$ cat config.mk
export PLATFORM = sky130hd
export DESIGN_NAME = bram16_arbiter
export DESIGN_NICKNAME = d
export VERILOG_FILES = /design/src/rtl/bram16_arbiter.sv
export SDC_FILE = /design/constraint.sdc
export NUM_CORES = 1
export LEC_CHECK = 0
export ABC_AREA = 1
export BUFFER_PORTS_ARGS = -buffer_cell sky130_fd_sc_hd__buf_2
export CAP_MARGIN = 20
export CORE_MARGIN = 2
export CORE_UTILIZATION = 43
export DETAILED_ROUTE_END_ITERATION = 6
export PLACE_DENSITY = 0.76
export SLEW_MARGIN = 20
export SYNTH_ARGS = -nofsm -noshare
export SYNTH_HDL_FRONTEND = slang
export SYNTH_SLANG_ARGS = --single-unit
export TNS_END_PERCENT = 30
$ cat constraint.sdc
create_clock -name sys_clk -period 1.6 [get_ports sys_clk]
set_input_delay 0.08 -clock sys_clk [delete_from_list [all_inputs] [get_ports sys_clk]]
set_output_delay 0.08 -clock sys_clk [all_outputs]
set_load 0.01 [all_outputs]
$ cat src/rtl/bram16_arbiter.sv
// Two-port arbiter sharing one single-port 16-bit block RAM between fetch (m0) and load/store (m1).
// Define ARB_ROUND_ROBIN_EN for round-robin arbitration; the default build gives m1 fixed priority.
module bram16_arbiter #(
  parameter int unsigned LOCK_MAX = 8
) (
  input  logic        sys_clk,
  input  logic        sys_rst,
  input  logic        m0_req,
  input  logic        m0_we,
  input  logic        m0_lock,
  input  logic [15:0] m0_a,
  input  logic [15:0] m0_do,
  output logic        m0_gnt,
  output logic        m0_rvalid,
  output logic [15:0] m0_di,
  input  logic        m1_req,
  input  logic        m1_we,
  input  logic        m1_lock,
  input  logic [15:0] m1_a,
  input  logic [15:0] m1_do,
  output logic        m1_gnt,
  output logic        m1_rvalid,
  output logic [15:0] m1_di,
  output logic        bram_we,
  output logic [15:0] bram_a,
  output logic [15:0] bram_do,
  input  logic [15:0] bram_di
);

  localparam logic [7:0] LOCK_MAX_C = 8'(LOCK_MAX);

  logic        own_vld_q, own_vld_d;
  logic        own_id_q, own_id_d;
  logic [7:0]  lock_cnt_q, lock_cnt_d;
  logic        pend0_q, pend0_d, pend1_q, pend1_d;
  logic [15:0] hold0_q, hold0_d, hold1_q, hold1_d;
  logic [15:0] bram_a_q, bram_a_d, bram_do_q, bram_do_d;
`ifdef ARB_ROUND_ROBIN_EN
  logic        last_q, last_d;
`endif

  logic        owner_active;
  logic        gnt0, gnt1, any_gnt;
  logic        win_id, win_we, win_lock;
  logic [15:0] win_a, win_do;
  logic [7:0]  cnt_base, cnt_inc;

  always_comb begin
    owner_active = own_vld_q && (own_id_q ? m1_req : m0_req);
    gnt0 = 1'b0;
    gnt1 = 1'b0;
    if (!sys_rst) begin
      gnt0 = 1'b0;
      gnt1 = 1'b0;
    end else if (owner_active) begin
      gnt0 = ~own_id_q;
      gnt1 = own_id_q;
    end else if (m0_req && m1_req) begin
`ifdef ARB_ROUND_ROBIN_EN
      gnt0 = last_q;
      gnt1 = ~last_q;
`else
      gnt1 = 1'b1;
`endif
    end else begin
      gnt0 = m0_req;
      gnt1 = m1_req;
    end

    any_gnt  = gnt0 | gnt1;
    win_id   = gnt1;
    win_we   = gnt1 ? m1_we   : m0_we;
    win_lock = gnt1 ? m1_lock : m0_lock;
    win_a    = gnt1 ? m1_a    : m0_a;
    win_do   = gnt1 ? m1_do   : m0_do;

    // With no winner the RAM address/data buses keep their last driven values.
    bram_we   = any_gnt & win_we;
    bram_a    = any_gnt ? win_a  : bram_a_q;
    bram_do   = any_gnt ? win_do : bram_do_q;
    bram_a_d  = bram_a;
    bram_do_d = bram_do;

    // Any cycle without a locked grant releases ownership, including an owner dropping req.
    cnt_base   = (own_vld_q && (own_id_q == win_id)) ? lock_cnt_q : 8'd0;
    cnt_inc    = cnt_base + 8'd1;
    own_vld_d  = 1'b0;
    own_id_d   = 1'b0;
    lock_cnt_d = 8'd0;
    if (any_gnt && win_lock && (cnt_inc < LOCK_MAX_C)) begin
      own_vld_d  = 1'b1;
      own_id_d   = win_id;
      lock_cnt_d = cnt_inc;
    end

    pend0_d = gnt0 & ~m0_we;
    pend1_d = gnt1 & ~m1_we;
    hold0_d = pend0_q ? bram_di : hold0_q;
    hold1_d = pend1_q ? bram_di : hold1_q;
`ifdef ARB_ROUND_ROBIN_EN
    last_d  = any_gnt ? win_id : last_q;
`endif
  end

  always_ff @(posedge sys_clk) begin
    if (!sys_rst) begin
      own_vld_q  <= 1'b0;
      own_id_q   <= 1'b0;
      lock_cnt_q <= 8'd0;
      pend0_q    <= 1'b0;
      pend1_q    <= 1'b0;
      hold0_q    <= 16'd0;
      hold1_q    <= 16'd0;
      bram_a_q   <= 16'd0;
      bram_do_q  <= 16'd0;
`ifdef ARB_ROUND_ROBIN_EN
      last_q     <= 1'b1;
`endif
    end else begin
      own_vld_q  <= own_vld_d;
      own_id_q   <= own_id_d;
      lock_cnt_q <= lock_cnt_d;
      pend0_q    <= pend0_d;
      pend1_q    <= pend1_d;
      hold0_q    <= hold0_d;
      hold1_q    <= hold1_d;
      bram_a_q   <= bram_a_d;
      bram_do_q  <= bram_do_d;
`ifdef ARB_ROUND_ROBIN_EN
      last_q     <= last_d;
`endif
    end
  end

  assign m0_gnt    = gnt0;
  assign m1_gnt    = gnt1;
  assign m0_rvalid = pend0_q;
  assign m1_rvalid = pend1_q;
  assign m0_di     = pend0_q ? bram_di : hold0_q;
  assign m1_di     = pend1_q ? bram_di : hold1_q;

endmodule

==> flow_summary.yaml, run 1 <==
finish:
  drive_above_1_share_pct: 39.5
  final_cells: 847
  insertedDiodeCount: 0
  fin_nets: 826
  fillCellCount: 705
  seqCellArea_mm2: 0.00153
  syn_to_final_growth_pct: 51.8
  final_core_util_pct: 67.6
  multi_input_area_mm2: 0.00192
setup_path:
  r2r_start: "own_id_q$_SDFF_PN0_"
  critPathSlowestCell: "dfxtp_2"
  critPathMaxFanout: 12
  critPathBufInv: 4
  worstPathCellList: "inv_4 -> nand3_4 -> o21ai_2 -> nand2_2 -> nand2_8 -> buf_8 -> nand3_1 -> inv_2 -> a21oi_1 -> buf_2"
  endpoint_kind: "output port"
  r2r_end: "own_id_q$_SDFF_PN0_"
  r2r_cells: 13
  slowest_delay_ns: 0.36
  start_kind: "register"
  crit_type: "reg2out"
  critical_path_arrival_ns: 1.70
  crit_family: "buffers and inverters"
  required_ns: 1.52
  r2r_slack_ns: -0.13
synthesis:
  yosysTopAreaCellShare_pct: 41.6
  netlist_instances: 543
  syn_avg_cell_area_um2: 6.73
  yosysUniqueCellTypes: 24
  synth_seq_cells: 76
  yosysSeqAreaShare_pct: 41.6
  ys_warn_count: 0
  synth.area.top_cells: "dfxtp_1 42%, nand2_1 18%, a21oi_1 8.8%"
  yosys.area.top_type: "dfxtp_1"
  netlist_area_mm2: 0.00366
route:
  vias_per_cell: 4.86
  drt_wl_total_um: 10900
  drt_iter0_markers: 169
  drc: 0
  avgRoutedWirePerCell_um: 12.8
  vias: 4115
  drtAntennaViolNets: 0
  firstDrtPassIters: 6
pwr:
  p_leak_nw: 2.90
  power_density_mw_per_mm2: 876
  power_mw: 4.86
  peakVddDrop_uv: 439
clock_tree:
  clk_pin_slew_worst_paths_ns: 0.09
  cts_buffers: 9
  cts_tree: "built"
  clock_latency_ns: 0.36
  htreeDepth: 3
  cts_sinks: 76
  root_buffer: "clkbuf_8"
  clockBufferDepth: 2
global_route:
  grt_use_total_pct: 22.0
  antenna_found_initial: 0
  grt_overflow: 0
  grt_max_degree: 34
  grt_pass1_vias: 3717
  grt_pass1_wl_um: 16000
timing:
  slew_viol_final: 0
  hold_violations: 0
  setup_viol: 39
  fmax_mhz: 562
  period_needed_ns: 1.78
  fin_ws_ns: -0.180
  fin_crit_sh_pct: 111
  skew_ns: 0.0142
  rsz0062_at_grt: "yes"
  fin_tns_setup_ns: -5.55
placement:
  io_buffer_count: 156
  dpl.cell_count: 801
  place.gp.congestion: 0.845
  dp_hpwl_um: 7190
floorplanning:
  die_w_um: 96.2
  coreArea_mm2: 0.00822
  start_util_pct: 44.5
  rows: 33
  fp.dieH_um: 96.2
  num_io_pins: 157
  die_area_mm2: 0.00926
hold_path:
  hold_depth: 3
  hold_start: "bram_di[0]"
  holdPathEnd: "hold0_q[0]$_SDFF_PN0_"
  hold_class: "in2reg"
status:
  violations: "setup timing"
  status: "finished with violations"
run:
  maxCapViolCount: 0
## cell usage after synthesis
cell type / instances
clkbuf_1: 14
a21oi_4: 1
inv_2: 5
a211oi_1: 32
nand2_2: 4
inv_1: 81
o21ai_0: 2
a21oi_1: 64
dfxtp_1: 76
nand3_4: 2
nand3b_1: 1
conb_1: 1
nand3_2: 1
nand4_1: 4
buf_2: 12
nand2_4: 1
nor2_1: 12
nand3_1: 40
nor2_4: 1
nand2_1: 180
buf_1: 1
xor2_1: 1
ha_1: 1
nor2_2: 6
## cells by family after synthesis
| group | share of synthesized area [%] |
|---|---|
| flip-flops | 41.6 |
| buffers and inverters | 12.0 |
| adder cells (fa/ha/maj) | 0.342 |
| other | 0.103 |
| AND/OR/NAND/NOR | 29.6 |
| XOR/XNOR | 0.240 |
| AO/OA/AOI/OAI | 16.1 |
## worst max-delay path by stage
stage / cells after the start / start / slack, ns / to
floorplan: 13 / own_vld_q$_SDFF_PN0_ / -0.002 / own_id_q$_SDFF_PN0_
global placement: 10 / own_id_q$_SDFF_PN0_ / 0.03 / bram_do[0]
detailed placement: 13 / own_id_q$_SDFF_PN0_ / -0.05 / own_id_q$_SDFF_PN0_
CTS: 10 / own_id_q$_SDFF_PN0_ / -0.20 / bram_a[3]
global route: 10 / own_id_q$_SDFF_PN0_ / -0.25 / bram_a[3]
finish: 10 / own_id_q$_SDFF_PN0_ / -0.18 / bram_a[3]
## final cells by class
type | count | share of cell area [%]
multi-input cells | 358 | 34.6
flip-flops and latches | 76 | 27.5
repair buffers | 206 | 25.6
inverters | 86 | 6.31
well taps | 105 | 2.37
clock buffers | 9 | 2.23
clock inverters | 7 | 1.46
## cells in the final DEF (no fill, tap or decap), drive strengths merged, types with 13 or more instances in the layout
cell type,instances
buf,186
nand2,185
inv,86
dfxtp,76
a21oi,65
nand3,43
a211oi,32
nor2,19
clkbuf,15
dlygate4sd3,13
## worst register-to-register path: stages, from the launching register on
cell	delay (ns)
dfxtp_2	0.34
buf_4	0.14
a21oi_4	0.15
nand2_4	0.09
nor2_4	0.12
ha_4	0.15
nand2_2	0.08
nor2_4	0.11
nand3_1	0.07
nand2_1	0.06
nand2_1	0.05
nor2_2	0.10
nand2_2	0.10
nor2_1	0.10
## per-stage QoR
stage	setup WS [ns]	hold slack [ns]	cell area, um2
6_report	-0.180	0.00366	5550
5_1_grt	-0.250	0.0145	5550
4_1_cts	-0.204	0.000992	5160
3_5_place_dp	-0.0520	0.271	4650
3_3_place_gp	0.0266	0.274	4650
2_1_floorplan	-0.00221	0.152	3690
## metal layers
layer / share of wire (%) / up-vias / wire length [um] / global-route usage, %
met5: 0 / - / 0 / 0
met4: 2.1 / 0 / 229 / 9.29
met3: 6.1 / 22 / 664 / 4.46
met2: 50 / 132 / 5480 / 40.6
met1: 41 / 1855 / 4510 / 24.2
li1: - / 2106 / - / -
## registers in the layout, summed over array words and instances (netlist names)
name	cells
hold0_q	16
m0_rvalid	1
bram_do_q	16
m1_rvalid	1
own_vld_q	1
hold1_q	16
lock_cnt_q	8
bram_a_q	16
own_id_q	1
## where the power goes
part           switching, mW  internal, mW  total (mW)  leakage, nW
combinational          0.714         0.590        1.30         2.18
sequential            0.0382          2.01        2.05        0.625
clock                  0.772         0.741        1.51       0.0944
## what timing repair did
item | in CTS | in global routing
endpoints found under the setup margin | 39 | 66
pin swaps | 6 | 4
hold endpoints to repair | 16 | 0
setup buffers | 4 | 5
hold buffers | 13 | 0
cloned | 1 | 7
gates resized for setup | 30 | 66
Note: power is estimated with default switching activity, not from simulation.
==> inputs of run 2 (changes only) <==
--- a/config.mk
+++ b/config.mk
@@ -8,9 +8,11 @@
 export ABC_AREA = 1
 export BUFFER_PORTS_ARGS = -buffer_cell sky130_fd_sc_hd__buf_2
 export CAP_MARGIN = 20
+export CORE_ASPECT_RATIO = 0.5
 export CORE_MARGIN = 2
 export CORE_UTILIZATION = 43
 export DETAILED_ROUTE_END_ITERATION = 6
+export HOLD_SLACK_MARGIN = 0.15
 export PLACE_DENSITY = 0.76
 export SLEW_MARGIN = 20
 export SYNTH_ARGS = -nofsm -noshare
==> run 2 against run 1 <==
  * The flow still finishes with violations (setup timing)
  * Register-to-register slack worse by 0.23 ns
  * Global-route usage is 12 points higher
  * Utilization rose by 16 points
  * Flip-flop and latch count unchanged
  * Highest routed layer unchanged
  * First-iteration DRC count increased to 3.9 times the previous value
  * Cell area is 22% higher
  * Non-clock buffer count is 74 higher
  * Cell count increased by 9.7%
  * Fmax fell by 13%
  * Hold slack improved by 0.29 ns
  * Power grew 26%
  * Count of clock-buffer cells in the layout increased by 1
==> flow_summary.yaml, run 2 (synthesis results as in run 1) <==
finish:
  layout_common_cells: "173 x nand2_1, 152 x buf_2, 76 x dlygate4sd3_1"
  drive_above_1_share_pct: 45.1
  final_core_util_pct: 83.1
  syn_to_final_growth_pct: 84.6
  final_common_cell: "nand2_1"
  fin_nets: 900
  fillCellCount: 428
pwr:
  comb_power_share_pct: 29.9
  internal_power_mw: 4.17
  p_switching_mw: 1.98
  sw_frac_of_total_pct: 32.2
  seqPwrFrac_pct: 33.8
  power_density_mw_per_mm2: 911
  p_leak_nw: 3.33
  clockPowerShare_pct: 36.3
  peakVddDrop_uv: 729
setup_path:
  critical_path_arrival_ns: 1.96
  slowest_delay_ns: 0.33
  critPathBufInv: 4
  required_ns: 1.52
  critPathSlowestCell: "dfxtp_2"
  endpoint_kind: "output port"
  crit_top_cell: "inv_2"
  crit_type: "reg2out"
  crit_family: "buffers and inverters"
  critPathMaxFanout: 8
  start_kind: "register"
  worstPathCellList: "inv_2 -> nand3_4 -> o21ai_2 -> nand2_2 -> nand2_4 -> inv_2 -> clkbuf_16 -> a21oi_2 -> buf_2"
floorplanning:
  start_util_pct: 45.1
  rows: 23
  die_area_mm2: 0.00930
  num_io_pins: 157
  fp.dieH_um: 69.2
  die_w_um: 134
  coreArea_mm2: 0.00812
timing:
  hold_violations: 0
  rsz0062_at_grt: "yes"
  fmax_mhz: 491
  fin_crit_sh_pct: 127
  period_needed_ns: 2.04
  setup_viol: 71
  slew_viol_final: 0
  fin_ws_ns: -0.435
  skew_ns: 0.00881
placement:
  place.gp.congestion: 0.875
  io_buffer_count: 156
  dp_hpwl_um: 6750
  pre_cts_ws_ns: -0.0299
clock_tree:
  clock_latency_ns: 0.35
  clockBufferDepth: 2
  cts_tree: "built"
  htreeDepth: 3
  clk_pin_slew_worst_paths_ns: 0.06
  cts_sinks: 76
  cts_buffers: 9
  root_buffer: "clkbuf_16"
run:
  maxCapViolCount: 0
global_route:
  globalRouteMet3Util_pct: 9.72
  grt_pass1_wl_um: 24700
  grt_pass1_vias: 4963
  antenna_found_initial: 1
  busiest_layer: "met2"
  use_met2_pct: 56.7
  grt_max_degree: 65
  use_met1_pct: 37.3
  grt_overflow: 0
  grt_use_total_pct: 33.9
route:
  drtAntennaViolNets: 0
  avgRoutedWirePerCell_um: 21.2
  drt_wl_total_um: 19700
  vias: 5471
  firstDrtPassIters: 6
  drc: 0
  drt_iter0_markers: 657
  vias_per_cell: 5.89
status:
  violations: "setup timing"
  status: "finished with violations"
hold_path:
  hold_class: "in2reg"
[run 2: path summary, 6_finish.rpt]
kind,from,endpoint,slack [ns],depth (start not counted)
setup / recovery,own_id_q$_SDFF_PN0_,bram_do[11],-0.44,9
setup reg to reg,own_id_q$_SDFF_PN0_,bram_a_q[11]$_SDFF_PN0_,-0.36,8
hold / removal,m0_do[8],bram_do_q[8]$_SDFF_PN0_,0.29,6
hold reg to reg,hold1_q[6]$_SDFF_PN0_,hold1_q[6]$_SDFF_PN0_,0.47,2
[run 2: worst register-to-register path: cells and delay by family (launching register included)]
kind	cells	cell delay [ns]
AO/OA/AOI/OAI	2	0.56
buffers and inverters	3	0.58
flip-flops	1	0.33
AND/OR/NAND/NOR	3	0.35
[run 2: stage by stage]
stage               hold WS [ns]  std cells  setup TNS [ns]  total power, mW  instance area [um2]
floorplan                  0.152        547        -0.00535             2.68                 3690
global placement           0.273        807               0             3.09                 4690
detailed placement         0.265        807         -0.0651             3.10                 4690
CTS                        0.206        917           -4.99             5.60                 6220
global route               0.271        929          -17.89             6.31                 6750
finish                     0.290        929          -17.57             6.15                 6750
[run 2: cell type report]
cell class	count	area [um2]	share of cell area, %
multi-input combinational	358	2280	33.7
timing repair buffer	280	2140	31.7
sequential	76	1520	22.6
inverter	86	353	5.23
clock buffer	10	229	3.39
tap	112	140	2.08
clock inverter	6	86.3	1.28
antenna	1	2.50	0.0371
[run 2: what timing repair did]
| item | CTS | global route |
|---|---|---|
| hold endpoints to repair | 63 | 0 |
| endpoints found under the setup margin | 38 | 80 |
| gates cloned | 4 | 3 |
| resized for setup | 87 | 93 |
| pin swaps | 5 | 5 |
| buffers inserted | 14 | 9 |
| hold buffers | 76 | 0 |
[run 2: metal layers]
metal	vias up	share of wire [%]
li1	2268	-
met1	2406	34
met2	582	43
met3	215	13
met4	0	10
met5	-	0
[run 2: power by group through the flow]
stage	Combinational, mW	Sequential [mW]	Clock, mW
floorplan	0.595	2.08	0
global placement	1.00	2.08	0
detailed placement	1.01	2.09	0
CTS	1.37	2.05	2.19
global route	1.90	2.08	2.32
finish	1.84	2.08	2.23
==> inputs of run 3 (changes only) <==
--- a/config.mk
+++ b/config.mk
@@ -8,12 +8,14 @@
 export ABC_AREA = 1
 export BUFFER_PORTS_ARGS = -buffer_cell sky130_fd_sc_hd__buf_2
 export CAP_MARGIN = 20
+export CELL_PAD_IN_SITES_DETAIL_PLACEMENT = 1
+export CELL_PAD_IN_SITES_GLOBAL_PLACEMENT = 2
 export CORE_ASPECT_RATIO = 0.5
 export CORE_MARGIN = 2
-export CORE_UTILIZATION = 43
+export CORE_UTILIZATION = 22
 export DETAILED_ROUTE_END_ITERATION = 6
 export HOLD_SLACK_MARGIN = 0.15
-export PLACE_DENSITY = 0.76
+export PLACE_DENSITY_LB_ADDON = 0.1
 export SLEW_MARGIN = 20
 export SYNTH_ARGS = -nofsm -noshare
 export SYNTH_HDL_FRONTEND = slang
==> run 3 against run 2 <==
  * The run still ends with setup timing left
  * Sequential share of layout area fell by 0.063 points
  * First-iteration DRC count fell by 88%
  * Largest power group unchanged
  * Non-clock buffer count fell by 3
  * Highest routed layer unchanged
  * Flip-flop and latch count did not move
  * Sequential power barely moved
  * Hold slack got worse by 0.13 ns
==> flow_summary.yaml, run 3 (synthesis results as in run 1) <==
timing:
  hold_violations: 0
  fmax_mhz: 567
  rsz0062_at_grt: "yes"
  skew_ns: 0.00979
  period_needed_ns: 1.76
  slew_viol_final: 0
  fin_ws_ns: -0.164
  fin_crit_sh_pct: 110
  hold-worst-slack_ns: 0.157
  setup_viol: 39
floorplanning:
  start_util_pct: 22.4
  num_io_pins: 157
  fp.dieH_um: 95.2
  die_area_mm2: 0.0177
  die_w_um: 186
  rows: 33
  coreArea_mm2: 0.0163
setup_path:
  crit_type: "reg2out"
  start_kind: "register"
  endpoint_kind: "output port"
  worstPathCellList: "inv_2 -> nand3_4 -> o21ai_2 -> nand2_2 -> nand2_4 -> buf_12 -> clkbuf_16 -> nand3_1 -> inv_1 -> a21oi_1 -> buf_2"
  r2r_slack_ns: -0.06
  critPathSlowestCell: "dfxtp_2"
  critPathMaxFanout: 6
  critical_path_arrival_ns: 1.68
  crit_family: "buffers and inverters"
  critPathBufInv: 5
  required_ns: 1.52
  slowest_delay_ns: 0.33
finish:
  drive_above_1_share_pct: 43.1
  final_cell_area_mm2: 0.00677
  layout_common_cells: "177 x nand2_1, 147 x buf_2, 74 x dfxtp_1"
  syn_to_final_growth_pct: 85.1
  final_cells: 1040
  insertedDiodeCount: 0
  final_core_util_pct: 41.5
  fin_nets: 897
  final_common_cell: "nand2_1"
pwr:
  seqPwrFrac_pct: 35.2
  sw_frac_of_total_pct: 29.6
  internal_power_mw: 4.10
  p_leak_nw: 3.32
  p_switching_mw: 1.72
  clockPowerShare_pct: 36.0
  power_density_mw_per_mm2: 860
  peakVddDrop_uv: 524
  comb_power_share_pct: 28.8
global_route:
  grt_pass1_wl_um: 22700
  antenna_found_initial: 0
  grt_use_total_pct: 16.4
  grt_max_degree: 65
  grt_overflow: 0
  grt_pass1_vias: 4484
placement:
  place.gp.congestion: 0.731
  io_buffer_count: 156
  dpl.cell_count: 924
  dp_hpwl_um: 8920
  pre_cts_ws_ns: -0.00777
  placed_cell_area_mm2: 0.00485
route:
  vias_per_cell: 4.28
  drc: 0
  vias: 4447
  firstDrtPassIters: 4
  drt_wl_total_um: 14500
  drtAntennaViolNets: 0
  drt_iter0_markers: 76
  avgRoutedWirePerCell_um: 14.0
clock_tree:
  cts_buffers: 9
  clk_pin_slew_worst_paths_ns: 0.06
  clock_latency_ns: 0.34
  htreeDepth: 3
  cts_sinks: 76
  cts_tree: "built"
  root_buffer: "clkbuf_16"
  clockBufferDepth: 2
status:
  status: "finished with violations"
  violations: "setup timing"
hold_path:
  hold_class: "in2reg"
run:
  maxCapViolCount: 0
==> run 3: per-layer routing <==
layer  GRT usage [%]  part of all wire, %  up-vias  wire length, um
li1                -                    -     2250                -
met1            19.4                   45     2105             6500
met2            29.7                   50       79             7320
met3            4.23                  3.6       13              529
met4            5.13                  1.2        0              174
met5               0                    0        -                0
==> run 3: worst paths after layout <==
| path | startpoint | depth (start not counted) | to |
|---|---|---|---|
| setup / recovery | own_id_q$_SDFF_PN0_ | 11 | bram_do[6] |
| hold / removal | m1_a[10] | 5 | bram_a_q[10]$_SDFF_PN0_ |
| setup reg to reg | own_vld_q$_SDFF_PN0_ | 14 | own_id_q$_SDFF_PN0_ |
| hold reg to reg | hold0_q[13]$_SDFF_PN0_ | 2 | hold0_q[13]$_SDFF_PN0_ |
==> run 3: tightest hold or removal path, cell delays in order <==
cell	delay [ns]
buf_2	0.10
nand2_1	0.08
nand3_2	0.08
inv_2	0.07
a211oi_2	0.03
==> run 3: what timing repair did <==
item / in CTS / in global routing
hold buffers: 69 / 0
pin swaps: 20 / 6
hold endpoints to repair: 60 / 0
cloned: 6 / 2
buffers inserted: 20 / 6
resized for setup: 90 / 57
endpoints found under the setup margin: 38 / 61
==> run 3: per-stage QoR <==
stage	total power, mW	TNS [ns]
5_1_grt	6.17	-9.28
4_1_cts	5.75	-6.01
6_report	5.82	-4.64
2_1_floorplan	2.68	-0.00535
3_5_place_dp	3.17	-0.0232
3_3_place_gp	3.16	0
==> run 3: power groups by stage <==
stage               sequential [mW]  clock [mW]  combinational, mW
finish                         2.05        2.09               1.68
global route                   2.06        2.28               1.83
CTS                            2.05        2.18               1.52
detailed placement             2.09           0               1.07
global placement               2.09           0               1.07
floorplan                      2.08           0              0.595
==> run 3: final cells by class <==
type	instances	area [um2]
inverters	86	335
clock buffers	11	243
multi-input cells	358	2140
well taps	227	284
clock inverters	5	60.1
repair buffers	277	2180
fillers	2001	9540
flip-flops and latches	76	1520
